## src/rtl/shared_acc_arbiter.sv

```systemverilog
// Round-robin offload arbiter: N cores share one accelerator through a single
// registered request slot, with per-core credits and hart-id based response routing.

package shared_acc_arbiter_pkg;

  localparam int unsigned AddrWidth   = 3;
  localparam int unsigned IdWidth     = 5;
  localparam int unsigned DataWidth   = 32;
  localparam int unsigned HartIdWidth = 6;

  typedef struct packed {
    logic [AddrWidth-1:0] addr;
    logic [IdWidth-1:0]   id;
    logic [DataWidth-1:0] data_op;
    logic [DataWidth-1:0] data_arga;
    logic [DataWidth-1:0] data_argb;
    logic [DataWidth-1:0] data_argc;
  } acc_req_t;

  typedef struct packed {
    logic [HartIdWidth-1:0] hart_id;
    logic [AddrWidth-1:0]   addr;
    logic [IdWidth-1:0]     id;
    logic [DataWidth-1:0]   data_op;
    logic [DataWidth-1:0]   data_arga;
    logic [DataWidth-1:0]   data_argb;
    logic [DataWidth-1:0]   data_argc;
  } sh_acc_req_t;

  typedef struct packed {
    logic [IdWidth-1:0]   id;
    logic                 error;
    logic [DataWidth-1:0] data;
  } acc_resp_t;

  typedef struct packed {
    logic [IdWidth-1:0]     id;
    logic [HartIdWidth-1:0] hart_id;
    logic                   error;
    logic [DataWidth-1:0]   data;
  } sh_acc_resp_t;

endpackage

module shared_acc_arbiter
  import shared_acc_arbiter_pkg::*;
#(
  parameter int unsigned NrCores        = 4,
  parameter int unsigned MaxOutstanding = 2,
  parameter int unsigned CntWidth       = $clog2(MaxOutstanding + 1)
) (
  input  logic                 clk_i,
  input  logic                 rst_ni,
  input  acc_req_t             core_req_i        [NrCores],
  input  logic [NrCores-1:0]   core_req_valid_i,
  output logic [NrCores-1:0]   core_req_ready_o,
  output acc_resp_t            core_resp_o       [NrCores],
  output logic [NrCores-1:0]   core_resp_valid_o,
  input  logic [NrCores-1:0]   core_resp_ready_i,
  output sh_acc_req_t          acc_req_o,
  output logic                 acc_req_valid_o,
  input  logic                 acc_req_ready_i,
  input  sh_acc_resp_t         acc_resp_i,
  input  logic                 acc_resp_valid_i,
  output logic                 acc_resp_ready_o,
  output logic                 resp_misroute_o
);

  localparam int unsigned IdxWidth = (NrCores > 1) ? $clog2(NrCores) : 1;
  localparam int unsigned SumWidth = IdxWidth + 1;

  localparam logic [CntWidth-1:0]  CntMax      = CntWidth'(MaxOutstanding);
  localparam logic [IdxWidth-1:0]  LastIdx     = IdxWidth'(NrCores - 1);
  localparam logic [SumWidth-1:0]  NrCoresSum  = SumWidth'(NrCores);
  localparam logic [HartIdWidth:0] NrCoresHart = (HartIdWidth + 1)'(NrCores);

  logic [NrCores-1:0]  eligible;
  logic [NrCores-1:0]  grant;
  logic                grant_any;
  logic [IdxWidth-1:0] grant_idx;
  logic [SumWidth-1:0] cand_sum;
  logic [IdxWidth-1:0] cand_idx;
  logic                can_load;
  logic                req_hs;

  logic [IdxWidth-1:0] rr_q, rr_d;
  sh_acc_req_t         req_q, req_d;
  logic                req_valid_q, req_valid_d;
  logic [CntWidth-1:0] cnt_q [NrCores];

  logic [NrCores-1:0]  resp_hs;
  logic                resp_in_range;
  logic                misroute_q;

  // A core may compete only while it still holds a credit.
  always_comb begin
    eligible = '0;
    for (int unsigned k = 0; k < NrCores; k++) begin
      eligible[k] = core_req_valid_i[k] && (cnt_q[k] < CntMax);
    end
  end

  // Round-robin search starting at rr_q, wrapping past the last core.
  always_comb begin
    grant_any = 1'b0;
    grant_idx = '0;
    cand_sum  = '0;
    cand_idx  = '0;
    for (int unsigned i = 0; i < NrCores; i++) begin
      cand_sum = SumWidth'(rr_q) + SumWidth'(i);
      if (cand_sum >= NrCoresSum) begin
        cand_sum = cand_sum - NrCoresSum;
      end
      cand_idx = cand_sum[IdxWidth-1:0];
      if (!grant_any && eligible[cand_idx]) begin
        grant_any = 1'b1;
        grant_idx = cand_idx;
      end
    end
  end

  assign can_load = !req_valid_q || acc_req_ready_i;
  assign req_hs   = grant_any && can_load;

  always_comb begin
    grant = '0;
    if (req_hs) begin
      grant[grant_idx] = 1'b1;
    end
  end

  assign core_req_ready_o = grant;

  always_comb begin
    rr_d = rr_q;
    if (req_hs) begin
      rr_d = (grant_idx == LastIdx) ? '0 : grant_idx + IdxWidth'(1);
    end
  end

  // Single-entry request slot; drains and reloads in the same cycle when ready.
  always_comb begin
    req_d       = req_q;
    req_valid_d = req_valid_q;
    if (acc_req_ready_i) begin
      req_valid_d = 1'b0;
    end
    if (req_hs) begin
      req_d = '{hart_id:   HartIdWidth'(grant_idx),
                addr:      core_req_i[grant_idx].addr,
                id:        core_req_i[grant_idx].id,
                data_op:   core_req_i[grant_idx].data_op,
                data_arga: core_req_i[grant_idx].data_arga,
                data_argb: core_req_i[grant_idx].data_argb,
                data_argc: core_req_i[grant_idx].data_argc};
      req_valid_d = 1'b1;
    end
  end

  assign acc_req_o       = req_q;
  assign acc_req_valid_o = req_valid_q;

  // Response demux: only the valid bit is steered, payload is broadcast.
  assign resp_in_range = {1'b0, acc_resp_i.hart_id} < NrCoresHart;

  always_comb begin
    core_resp_valid_o = '0;
    acc_resp_ready_o  = 1'b1;
    for (int unsigned k = 0; k < NrCores; k++) begin
      if (acc_resp_i.hart_id == HartIdWidth'(k)) begin
        core_resp_valid_o[k] = acc_resp_valid_i;
        acc_resp_ready_o     = core_resp_ready_i[k];
      end
    end
  end

  for (genvar k = 0; k < NrCores; k++) begin : g_resp
    assign core_resp_o[k] = '{id:    acc_resp_i.id,
                              error: acc_resp_i.error,
                              data:  acc_resp_i.data};
  end

  assign resp_hs         = core_resp_valid_o & core_resp_ready_i;
  assign resp_misroute_o = misroute_q;

  always_ff @(posedge clk_i or negedge rst_ni) begin
    if (!rst_ni) begin
      rr_q        <= '0;
      req_q       <= '0;
      req_valid_q <= 1'b0;
      misroute_q  <= 1'b0;
    end else begin
      rr_q        <= rr_d;
      req_q       <= req_d;
      req_valid_q <= req_valid_d;
      misroute_q  <= acc_resp_valid_i && !resp_in_range;
    end
  end

  // Credit counters: request handshake takes a credit, response handshake returns it.
  always_ff @(posedge clk_i or negedge rst_ni) begin
    if (!rst_ni) begin
      for (int unsigned k = 0; k < NrCores; k++) begin
        cnt_q[k] <= '0;
      end
    end else begin
      for (int unsigned k = 0; k < NrCores; k++) begin
        if (grant[k] && !resp_hs[k]) begin
          cnt_q[k] <= cnt_q[k] + CntWidth'(1);
        end else if (!grant[k] && resp_hs[k]) begin
          cnt_q[k] <= cnt_q[k] - CntWidth'(1);
        end
      end
    end
  end

  for (genvar k = 0; k < NrCores; k++) begin : g_credit_check
    a_no_underflow: assert property (@(posedge clk_i) disable iff (!rst_ni)
      (resp_hs[k] && !grant[k]) |-> (cnt_q[k] != '0));
  end

endmodule

```

## config.mk

```make
export PLATFORM = sky130hd
export DESIGN_NAME = shared_acc_arbiter
export DESIGN_NICKNAME = d
export VERILOG_FILES = /design/src/rtl/shared_acc_arbiter.sv
export SDC_FILE = /design/constraint.sdc
export NUM_CORES = 1
export LEC_CHECK = 0
export CAP_MARGIN = 20
export CORE_AREA = 2 2 357 359
export DETAILED_ROUTE_END_ITERATION = 8
export DIE_AREA = 0 0 359 361
export PLACE_DENSITY_LB_ADDON = 0.08
export SLEW_MARGIN = 20
export SYNTH_ARGS = -nofsm -noshare
export SYNTH_HDL_FRONTEND = slang
export SYNTH_SLANG_ARGS = --single-unit
```

## constraint.sdc

```tcl
create_clock -name clk_i -period 3.4 [get_ports clk_i]
set_clock_uncertainty 0.05 [all_clocks]
set_input_delay 0.51 -clock clk_i [delete_from_list [all_inputs] [get_ports clk_i]]
set_output_delay 0.51 -clock clk_i [all_outputs]
set_load 0.005 [all_outputs]
```

==> results by group <==
Run status
  – Outcome: completed

Timing
  – Final setup fails: 0
  – Final WS setup: roughly 220 ps
  – Max_slew headroom: approximately 29%
  – Pins Over Slew Limit: 0
  – Final Hold Fails: 0
  – Tcrit/Tclk final: between 90% and 100%
  – RSZ-0062 raised after global routing: no
  – Fin crit period: ~3200 ps
  – Max frequency: between 300 and 400 MHz
  – Setup TNS: 0 ps
  – Pin slew with the least headroom to its limit: 1070 ps

Final layout
  – Layout cell share with drive strength beyond 1: about 5.1%
  – Non-Filler Instances: about 3,600
  – Area Overhead vs Synth: 75.9%
  – Final #Nets: ~2,500

Die
  – Die width: between 300 and 400 µm
  – Core area: about 130,000 µm²
  – Die area: between 100,000 and 150,000 µm²
  – Starting Density: between 9 and 10%
  – Core Rows: 130
  – Die height: ~360 µm
  – I/O Pins: between 900 and 1,000

Power and ir drop
  – Power after layout: 16.3 mW
  – Static Leak: between 7 and 8 nW
  – Combinational fraction of design power: between 60% and 70%
  – P per Cell Area: between 800 and 900 nW/µm²
  – Int Power: around 8.5 mW
  – Maximum vdd drop: approximately 0.001 V
  – Sequential power share: 20.5%
  – Psw: 7.81 mW
  – Clock share of power: 15.0%
  – Net Sw Frac: 47.9%

Detailed routing
  – DRC viols: 0
  – DR pass1 iterations: 5
  – Drt initial violations: between 700 and 800
  – Final WL: 88,400 µm
  – Average wire per cell in the routed design: between 20 and 25 µm
  – DR vias: 13,700
  – Via/cell ratio: approximately 3.8
  – Routed Antenna Nets: 0

Critical path
  – Worst r2r src: cnt_q[3]
  – Reg2reg end: acc_req_o[106]
  – Reg2Reg Depth: 8
  – Arr. time, crit path: about 2600 ps
  – FF-to-FF setup slack: 780 ps
  – WP data required: around 2800 ps
  – CP Launch Type: register
  – Crit. End Element: primary output
  – Worst Path Max Fanout: 5
  – Setup CP Type: reg2out

Synthesis
  – Post-synth EDFFs: 0
  – Cell variety after synth: between 40 and 50
  – Synth warn: 0
  – Yosys top cell area share: between 30% and 40%
  – Cell taking the most area after synthesis: dfrtp_1
  – Top area cells in the synthesized netlist: dfrtp_1, buf_4, a21o_1
  – Synth cell count leaders: buf_4, dfrtp_1, o21ai_0, a21oi_1, nand3_1
  – Syn_area_per_cell: between 7 and 8 µm²
  – Mapped cell area: about 12,000 µm²
  – Yosys reg bits: 150
  – Most common cell in the netlist: buf_4
  – Ys async rst share: 100%
  – Post-synth top flop: dfrtp_1
  – Cell count after synthesis: between 1,000 and 1,500
  – Register area share after synthesis: about a third

GRT
  – GRT Total Usage: roughly an eighth
  – Initial antenna violation count: 21
  – Vias in the first global route: ~15,000
  – Largest net degree at the start of global routing: 143
  – First-pass GRT wire length: about 120,000 µm
  – Total global routing overflow: 0

Placed design
  – Dpl ws: approximately 130 ps
  – Detailed Place HPWL: 60,600 µm
  – Routability cong.: 0.764
  – Port Buffers: 710
  – Post-Place Cells: approximately 3,600

Run
  – Max Cap Violations: 0

Clocking
  – CTS root buffer: clkbuf_16
  – H-tree Lvls: 4
  – Max clock buf depth: 2
  – CTS buffer count: 17
  – Post-CTS Setup Bufs: 0
  – CTS tree: done
  – Num Clock Sinks: 150
  – Reg clk slew, reported paths: about 80 ps
  – Clk_lat worst skew: about 500 ps

Hold path
  – Worst hold path class: in2async
flip-flops by register name, indices dropped and copies added, names as in the netlist:
| register | cells |
|---|---|
| cnt_q | 8 |
| resp_misroute_o | 1 |
| acc_req_o | 138 |
| acc_req_valid_o | 1 |
| rr_q | 2 |
kinds of logic after synthesis:
logic type | share of synthesized area (%)
AOI/OAI and AO/OA | 37.7
buffers and inverters | 16.2
and+or+nand+nor | 12.0
DFF | 32.5
xor gates and xnor gates | 0.910
adders and majority gates | 0.433
other | 0.0325
muxes | 0.195
worst max-delay path, cell delays in order, from the launching register on:
cell             delay, ps
dfrtp_1                470
nand2b_1               280
o21ai_0                350
o21ai_2                100
nor3_1                 230
buf_4                  160
clkdlybuf4s50_1        540
placed cells by master (no fill, tap or decap), types with 25 or more instances in the layout:
| cell type | synthesis | final |
|---|---|---|
| nand3_1 | 136 | 136 |
| a21oi_1 | 139 | 138 |
| o21ai_0 | 142 | 141 |
| buf_4 | 158 | 25 |
| clkdlybuf4s50_1 | 0 | 709 |
| nor2_1 | 121 | 120 |
| a21o_1 | 113 | 113 |
| o211ai_1 | 113 | 113 |
| a31oi_1 | 114 | 114 |
| dfrtp_1 | 150 | 149 |
power by group through the flow:
stage          combinational (mW)  clock [mW]  sequential, mW
4_1_cts                      10.8        2.62            3.37
6_report                     10.5        2.44            3.34
3_3_place_gp                 10.9           0            3.38
5_1_grt                      11.4        2.65            3.48
2_1_floorplan                4.93           0            3.29
3_5_place_dp                 10.8           0            3.38
worst max-delay path by stage:
stage                         from                  end  slack, ps  cells after the start
2_1_floorplan  core_req_valid_i[0]             cnt_q[1]        830                     10
3_3_place_gp   core_req_valid_i[0]  core_req_ready_o[3]         80                      7
3_5_place_dp   core_req_valid_i[0]  core_req_ready_o[2]        130                      7
4_1_cts                    rr_q[1]  core_req_ready_o[3]          6                      6
5_1_grt                   cnt_q[3]  core_req_ready_o[3]         30                      6
6_report                  cnt_q[3]  core_req_ready_o[3]        220                      6
area by class of cell:
cell class,count,area (µm²)
antenna,16,40.0
clock buffer,19,443
clock inverter,12,225
fill,14200,105000
inverter,2,7.51
multi-input combinational,997,6050
sequential,150,3750
tap,1650,2060
timing repair buffer,757,7730
metal layers:
metal  track usage (%)  up-vias  routed length, µm
li1                  -     6190                  -
met1              15.2     6877              35700
met2              22.6      526              43700
met3              4.31      133               6060
met4              5.78        8               2960
met5                 0        -                 46
metrics by stage:
step | instance area, µm² | utilization [%] | hold slack (ps)
after floorplan | 11600 | - | 164
after global placement | 19600 | 15.6 | 393
after detailed placement | 19600 | 15.6 | 394
after CTS | 20300 | 16.2 | 375
after global routing | 20300 | 16.2 | 399
final | 20300 | 16.2 | 426
repair_timing:
item	CTS	global route
resized for setup	1	2
pin swaps	0	0
hold buffers	1	0
setup endpoints to repair	1	2
hold endpoints to repair	23	0
Power figures use the tool's default switching activity.
